===== src/rtl/hub_pkg.sv =====
// Shared limits, the hub cog mask type and the index-width helper used by the hub slot sequencer.
package hub_pkg;
    localparam int MAX_COGS = 16;
    localparam int MAX_DIV  = 16;

    typedef logic [MAX_COGS-1:0] cog_mask_t;

    // A single-cog build still needs a 1-bit index.
    function automatic int idx_w(input int n);
        return (n <= 1) ? 1 : $clog2(n);
    endfunction
endpackage


===== src/rtl/hub_slot_pick.sv =====
// Rotating priority finder: first set mask bit strictly after cur_idx, cyclic, with cur_idx itself checked last.
// Purely combinational; wrap is set when the chosen index is not above cur_idx.
module hub_slot_pick
    import hub_pkg::*;
#(
    parameter int N  = 8,
    parameter int IW = idx_w(N)
) (
    input  logic [IW-1:0] cur_idx,
    input  cog_mask_t     mask,
    output logic [IW-1:0] next_idx,
    output logic          found,
    output logic          wrap
);
    int j;

    always_comb begin
        next_idx = '0;
        found    = 1'b0;
        wrap     = 1'b0;
        j        = 0;
        for (int i = 1; i <= N; i++) begin
            j = int'(cur_idx) + i;
            if (j >= N) j = j - N;
            if (!found && mask[j]) begin
                found    = 1'b1;
                next_idx = IW'(j);
                wrap     = (j <= int'(cur_idx));
            end
        end
    end
endmodule


===== src/rtl/hub_slot_seq.sv =====
// Hub slot sequencer: ena_bus strobe every DIV cycles, one-hot bus_sel advancing on the strobe, free-running cnt.
// All outputs registered; HUB_SLOT_SKIP_EN compiles in rotation over enabled cogs only.
module hub_slot_seq
    import hub_pkg::*;
#(
    parameter int NUMCOGS = 8,
    parameter int DIV     = 2,
    parameter int CNT_W   = 32,
    parameter int IDX_W   = idx_w(NUMCOGS)
) (
    input  logic               clk_cog,
    input  logic               inp_res,
    input  logic               soft_res,
    input  logic               skip_en,
    input  logic [NUMCOGS-1:0] cog_ena,
    output logic               ena_bus,
    output logic [NUMCOGS-1:0] bus_sel,
    output logic [IDX_W-1:0]   slot_idx,
    output logic               round_start,
    output logic [CNT_W-1:0]   cnt
);
    localparam int DIV_W = idx_w(MAX_DIV);

    logic [DIV_W-1:0]   div_cnt_q, div_cnt_d;
    logic               ena_bus_q, ena_bus_d;
    logic [NUMCOGS-1:0] bus_sel_q, bus_sel_d;
    logic [IDX_W-1:0]   slot_idx_q, slot_idx_d;
    logic               round_start_q, round_start_d;
    logic [CNT_W-1:0]   cnt_q, cnt_d;

    logic               idle;
    logic [IDX_W-1:0]   strict_idx;
    logic [IDX_W-1:0]   nxt_idx;
    logic               nxt_found;
    logic               nxt_wrap;

    assign idle = (bus_sel_q == '0);

    always_comb begin
        strict_idx = '0;
        if (!idle && slot_idx_q != IDX_W'(NUMCOGS - 1)) strict_idx = slot_idx_q + IDX_W'(1);
    end

`ifdef HUB_SLOT_SKIP_EN
    logic [IDX_W-1:0] pick_idx;
    logic             pick_found;
    logic             pick_wrap;
    logic [IDX_W-1:0] pick_cur;

    // Starting from the last index makes index 0 the first candidate out of idle.
    assign pick_cur = idle ? IDX_W'(NUMCOGS - 1) : slot_idx_q;

    hub_slot_pick #(.N(NUMCOGS), .IW(IDX_W)) u_pick (
        .cur_idx  (pick_cur),
        .mask     (cog_mask_t'(cog_ena)),
        .next_idx (pick_idx),
        .found    (pick_found),
        .wrap     (pick_wrap)
    );

    always_comb begin
        nxt_idx   = strict_idx;
        nxt_found = 1'b1;
        nxt_wrap  = (strict_idx <= slot_idx_q);
        if (skip_en) begin
            nxt_idx   = pick_idx;
            nxt_found = pick_found;
            nxt_wrap  = pick_wrap;
        end
    end
`else
    logic unused_skip;
    assign unused_skip = ^{skip_en, cog_ena};

    assign nxt_idx   = strict_idx;
    assign nxt_found = 1'b1;
    assign nxt_wrap  = (strict_idx <= slot_idx_q);
`endif

    always_comb begin
        cnt_d         = cnt_q + CNT_W'(1);
        div_cnt_d     = (div_cnt_q == DIV_W'(DIV - 1)) ? '0 : div_cnt_q + DIV_W'(1);
        ena_bus_d     = (div_cnt_q == '0);
        bus_sel_d     = bus_sel_q;
        slot_idx_d    = slot_idx_q;
        round_start_d = round_start_q;
        // Slot ownership only moves on the registered strobe, so each slot lasts DIV cycles.
        if (ena_bus_q) begin
            bus_sel_d     = nxt_found ? (NUMCOGS'(1) << nxt_idx) : '0;
            slot_idx_d    = nxt_found ? nxt_idx : '0;
            round_start_d = nxt_found && (idle || nxt_wrap);
        end
        if (soft_res) begin
            div_cnt_d     = '0;
            ena_bus_d     = 1'b0;
            bus_sel_d     = '0;
            slot_idx_d    = '0;
            round_start_d = 1'b0;
        end
    end

    always_ff @(posedge clk_cog) begin
        if (inp_res) begin
            div_cnt_q     <= '0;
            ena_bus_q     <= 1'b0;
            bus_sel_q     <= '0;
            slot_idx_q    <= '0;
            round_start_q <= 1'b0;
            cnt_q         <= '0;
        end else begin
            div_cnt_q     <= div_cnt_d;
            ena_bus_q     <= ena_bus_d;
            bus_sel_q     <= bus_sel_d;
            slot_idx_q    <= slot_idx_d;
            round_start_q <= round_start_d;
            cnt_q         <= cnt_d;
        end
    end

    assign ena_bus     = ena_bus_q;
    assign bus_sel     = bus_sel_q;
    assign slot_idx    = slot_idx_q;
    assign round_start = round_start_q;
    assign cnt         = cnt_q;
endmodule

===== config.mk =====
export PLATFORM = sky130hd
export DESIGN_NAME = hub_slot_seq
export DESIGN_NICKNAME = d
export VERILOG_FILES = /design/src/rtl/hub_pkg.sv /design/src/rtl/hub_slot_pick.sv /design/src/rtl/hub_slot_seq.sv
export SDC_FILE = /design/constraint.sdc
export NUM_CORES = 1
export LEC_CHECK = 0
export CORE_ASPECT_RATIO = 2
export CORE_MARGIN = 4
export CORE_UTILIZATION = 25
export CTS_CLUSTER_SIZE = 25
export DETAILED_ROUTE_END_ITERATION = 10
export GPL_ROUTABILITY_DRIVEN = 0
export SLEW_MARGIN = 20
export SYNTH_ARGS = -nofsm -noshare
export SYNTH_HDL_FRONTEND = slang
export SYNTH_SLANG_ARGS = --single-unit

===== constraint.sdc =====
create_clock -name clk_cog -period 1.77 [get_ports clk_cog]
set_input_delay 0.177 -clock clk_cog [delete_from_list [all_inputs] [get_ports clk_cog]]
set_output_delay 0.177 -clock clk_cog [all_outputs]
set_load 0.02 [all_outputs]

; ---- After elaboration in Yosys (flattened, before gate mapping)
; Index checks and enable logic that the tools add are counted.
[totals]
register_bits = 49
word_cells = 21
[op_classes]
n_addsub = 3
magnitude_cmp = 1
eq_ne = 2
shifts = 1
muxes = 1
n_reduce_logical = 7
[ops]
columns = operator, n
row1 = $add A32 B1 Y32 const B, 1
row2 = $logic_not A8 Y1, 1
row3 = $shl A1 B3 Y8 const A, 1
row4 = $add A4 B1 Y4 const B, 1
row5 = $eq A4 B1 Y1 const B, 1
row6 = $logic_not A4 Y1, 1
row7 = $add A3 B1 Y3 const B, 1
row8 = $le A3 B3 Y1, 1
row9 = $mux W3, 1
row10 = $ne A3 B3 Y1 const B, 1
row11 = $reduce_or A3 Y1, 1
row12 = $reduce_or A2 Y1, 1
row13 = $logic_and A1 B1 Y1, 1
row14 = $logic_not A1 Y1, 1
row15 = $logic_or A1 B1 Y1, 1

; ---- Depth between registers and ports, before layout
[depth]
depth_word = 6
depth_mapped = 8
ltp_nobuf = 8

; ---- Least setup slack after synthesis
; Ideal clock, no wire load.
[synth_path]
path_kind = register to register
from = register slot_idx_q[0] (netlist: slot_idx[0])
to = register round_start_q (netlist: round_start)
setup_ns = 0.074
arrival_time_ns = 1.964
path_slack_ns = -0.268
path_stages_with_launch = 9
path_buffers = 0
synth_period_minus_slack_ns = 2.038
path_cell_list = dfxtp_1 -> ha_1 -> ha_1 -> a21oi_1 -> and2_1 -> ha_1 -> nor4bb_1 -> a21oi_1 -> a31oi_1
[synth_via]
elab_chain_len = 5
word_cells_on_any_way = 6
classes_between = add/sub (1) / order compare (1) / eq/ne (1) / mux (1) / reduce/logical (2)
[synth_rtl]
columns = element, line_no
row1 = from (decl), hub_slot_seq.sv:27  ; logic [IDX_W-1:0] slot_idx_q, slot_idx_d;
row2 = from (signal assigned), hub_slot_seq.sv:114  ; slot_idx_q <= slot_idx_d;
row3 = "parallel branches: the longest is 2 deep, another holds $add A3 B1 Y3", --
row4 = $mux W3 *, hub_slot_seq.sv:41  ; if (!idle && slot_idx_q != IDX_W'(NUMCOGS - 1)) strict_idx = slot_idx_q + IDX_W'(1);
row5 = net nxt_idx[1], hub_slot_seq.sv:33  ; logic [IDX_W-1:0] nxt_idx;
row6 = $le A3 B3 Y1 *, hub_slot_seq.sv:77  ; assign nxt_wrap = (strict_idx <= slot_idx_q);
row7 = $logic_or A1 B1 Y1 *, hub_slot_seq.sv:91  ; round_start_d = nxt_found && (idle || nxt_wrap);
row8 = to (signal assigned), hub_slot_seq.sv:115  ; round_start_q <= round_start_d;
row9 = to (decl), hub_slot_seq.sv:28  ; logic round_start_q, round_start_d;
; Mark *: on every way through the listed nets, which the timed path passes.
; A chain may end at the register's enable or synchronous reset.

; ---- Worst setup path after layout
[layout_path]
from = register cnt_q[4] (netlist: cnt[4])
to = register cnt_q[19] (netlist: cnt[19])
[layout_via]
elab_chain_len = 1
[layout_rtl]
columns = element, line_no
row1 = from (decl), hub_slot_seq.sv:29  ; logic [CNT_W-1:0] cnt_q, cnt_d;
row2 = from (signal assigned), hub_slot_seq.sv:116  ; cnt_q <= cnt_d;
row3 = $add A32 B1 Y32, hub_slot_seq.sv:81  ; cnt_d = cnt_q + CNT_W'(1);
; No other way between the ends.

==> results_dict.tcl <==
set metrics [dict create \
    status "finished clean" \
    root_buffer "clkbuf_16" \
    required_ns 1.99 \
    slew_headroom_pct 70.0 \
    fin_crit_ns 1.76 \
    cts_buffer_depth 2 \
    yosysTopAreaCell "dfxtp_1" \
    reg2reg_depth 4 \
    route.detailed.drc 0 \
    die_w_um 75.2 \
    mostFrequentLayoutCells "54 x buf_4, 47 x clkdlybuf4s50_1, 35 x dfxtp_1, 29 x nor2_1, 25 x a21oi_1" \
    peakVddDrop_v 0.000362 \
    min_from "cnt[0]$_SDFF_PP0_" \
    syn_area_sq_um 2260 \
    clk_latency_ns 0.29 \
    multi_input_area_sq_um 1390 \
    drv_cap 0 \
    ios 57 \
    area_delta_synth_final_pct 59.2 \
    htree_levels 2 \
    final-hold-violation-count 0 \
    clock_sinks 49 \
    drt_first_pass_iters 4 \
    cp_max_fo 6 \
    vias 2319 \
    hold_depth 1 \
    cts_made_buffers 5 \
    cts_tree "yes" \
    rsz0062_at_grt "yes" \
    top_layer_used "met4" \
    hold_path_class "reg2reg" \
    ys_top_cells_by_area "dfxtp_1 43%, a21oi_1 6.7%, nor2_1 4.8%" \
    path_clk_slew_ns 0.07 \
    regArea_sq_um 1020 \
    die_y_um 142 \
    yosysTopAreaCellShare_pct 43.5 \
    routed_via_density 5.03 \
    synth_edf_count 0 \
    start_util_pct 25.9 \
    n_antenna_cell 0 \
    min_delay_worst_endpoint "cnt[0]$_SDFF_PP0_" \
    ctsHoldBuffers 0 \
    worst_slew_pin_slew_ns 0.447 \
    finalWirelength_um 6780 \
    async_flop_share_pct 0 \
    powerDensity_nw_per_um2 612 \
    wl_per_cell_um 14.7 \
    wirelength_met1_um 2680 \
    first_global_vias 2204 \
    setup_viol 0 \
    syn_nets 279 \
    netlist_instances 260 \
    core_area_sq_um 8710 \
    detailed_place_hpwl_um 4830 \
    p_leak_nw 1.31 \
    rr_endpoint "cnt[19]$_SDFF_PP0_" \
    io_buffers 47 \
    drive_gt1_share_pct 29.4 \
    netlist-cell-type-count 42 \
    worstSetupPathType "reg2reg" \
    dieArea_sq_um 10700 \
    gr-total-overflow 0 \
    endpoint_kind "register" \
    syn-mean-instance-area_sq_um 8.68 \
    ant_nets 0 \
    totalPowerFinal_mw 2.20 \
    fp-row-count 48 \
    fin_crit_sh_pct 99.2 \
    dr_wl_met3_um 220 \
    fmax_ghz 0.569 \
    yosysWarningCount 0 \
    synth-main-ff-cell "dfxtp_1" \
    reg2reg_from "cnt[4]$_SDFF_PP0_" \
    drtIter0Drc 94 \
    regToRegSetupSlack_ns 0.01 \
    met2_length_um 3650 \
    ys_seq_area_share_pct 43.5 \
    ys_ff_latch 49 \
    track_usage_pct 12.7 \
    antenna_found_initial 0 \
    cp-start-kind "register" \
    num-fill-cells 881 \
    layout_commonest_cell "buf_4" \
    arrival_ns 1.98 \
    fin_skew_ns 0.00923 \
    nNetsFinal 379 \
    grt_first_pass_wirelength_um 10500 \
    fin_setup_tns_ns 0 \
    grt_max_degree 21 \
    slew_viol_final 0 \
]
-- repair_timing --
| action | 4_1_cts | 5_1_grt |
|---|---|---|
| pin swaps | 3 | 11 |
| cloned | 1 | 1 |
| setup endpoints to repair | 6 | 13 |
| setup buffers | 4 | 1 |
| resized for setup | 6 | 18 |
-- critical path, stage by stage, from the launching register on --
cell and delay [ns]:
dfxtp_4 0.36, nand3_4 0.09, or4_4 0.60, or4_1 0.49
a21oi_1 0.15
-- cells in the mapped netlist (2+ instances only) --
library cell  number
nor2b_1            2
nand4_1            9
a21oi_1           30
ha_1               7
nand2b_1           2
xnor2_1            6
xor2_1             6
a211oi_1           2
a31oi_1            2
and4_1             3
clkbuf_1           8
inv_1             10
and3_1             5
nand4bb_1          2
and2_1             2
dfxtp_1           49
o21ai_0            6
nor2_1            29
nand3_1           11
o31ai_1           12
nand2_1           16
nor4_1             3
or3_1              5
or2_2              2
a31o_2             2
or4_1             13
-- flip-flops by register name (all words and copies together), names as in the netlist --
name	flops
slot_idx	3
ena_bus	1
bus_sel	8
div_cnt_q	4
cnt	32
round_start	1
-- report_power, final --
group	total (mW)	internal, mW	switching [mW]
Clock	0.965	0.564	0.400
Combinational	0.118	0.0521	0.0661
Sequential	1.11	1.10	0.0133
-- area by class of cell --
| cell class | count | area share (%) |
|---|---|---|
| Timing Repair Buffer | 101 | 24.4 |
| Inverter | 10 | 1.04 |
| Multi-Input combinational cell | 193 | 38.5 |
| Clock buffer | 8 | 4.07 |
| Sequential cell | 49 | 28.5 |
| Tap cell | 100 | 3.48 |
-- cell families (layout without fill, tap and decap cells) --
kind of cell | count (synthesis) | count (layout) | share of synthesized area, %
compound gates | 58 | 58 | 15.4
flops | 49 | 49 | 43.5
simple gates | 111 | 113 | 27.5
mux | 3 | 3 | 1.44
buf+inv | 20 | 119 | 3.66
xor+xnor | 12 | 12 | 4.66
fa+ha+maj | 7 | 7 | 3.88
-- worst max-delay path by stage --
stage	startpoint	endpoint	slack (ns)
3_3_place_gp	bus_sel[3]$_SDFFE_PP0P_	round_start$_SDFFE_PP0P_	-0.04
3_5_place_dp	bus_sel[3]$_SDFFE_PP0P_	round_start$_SDFFE_PP0P_	-0.09
4_1_cts	bus_sel[3]$_SDFFE_PP0P_	round_start$_SDFFE_PP0P_	-0.03
2_1_floorplan	slot_idx[1]$_SDFFE_PP0P_	round_start$_SDFFE_PP0P_	-0.13
6_report	cnt[4]$_SDFF_PP0_	cnt[19]$_SDFF_PP0_	0.01
5_1_grt	cnt[11]$_SDFF_PP0_	cnt[26]$_SDFF_PP0_	-0.06
-- stage by stage --
step | area, sq um | hold slack (ns) | cells | worst slack, ns | utilization, %
after floorplan | 2360 | 0.365 | 260 | -0.133 | -
after global placement | 3260 | 0.427 | 446 | -0.0388 | 37.5
after detailed placement | 3260 | 0.432 | 446 | -0.0860 | 37.5
after CTS | 3480 | 0.442 | 459 | -0.0252 | 40.0
after global routing | 3590 | 0.450 | 461 | -0.0634 | 41.3
final | 3590 | 0.435 | 461 | 0.0138 | 41.3
-- routing by layer --
layer,up-vias,GRT usage [%]
met3,11,2.48
met4,0,6.91
met1,1111,13.4
li1,1157,-
met2,40,22.8
met5,-,0
No activity file was read; power rests on OpenSTA's default activity.
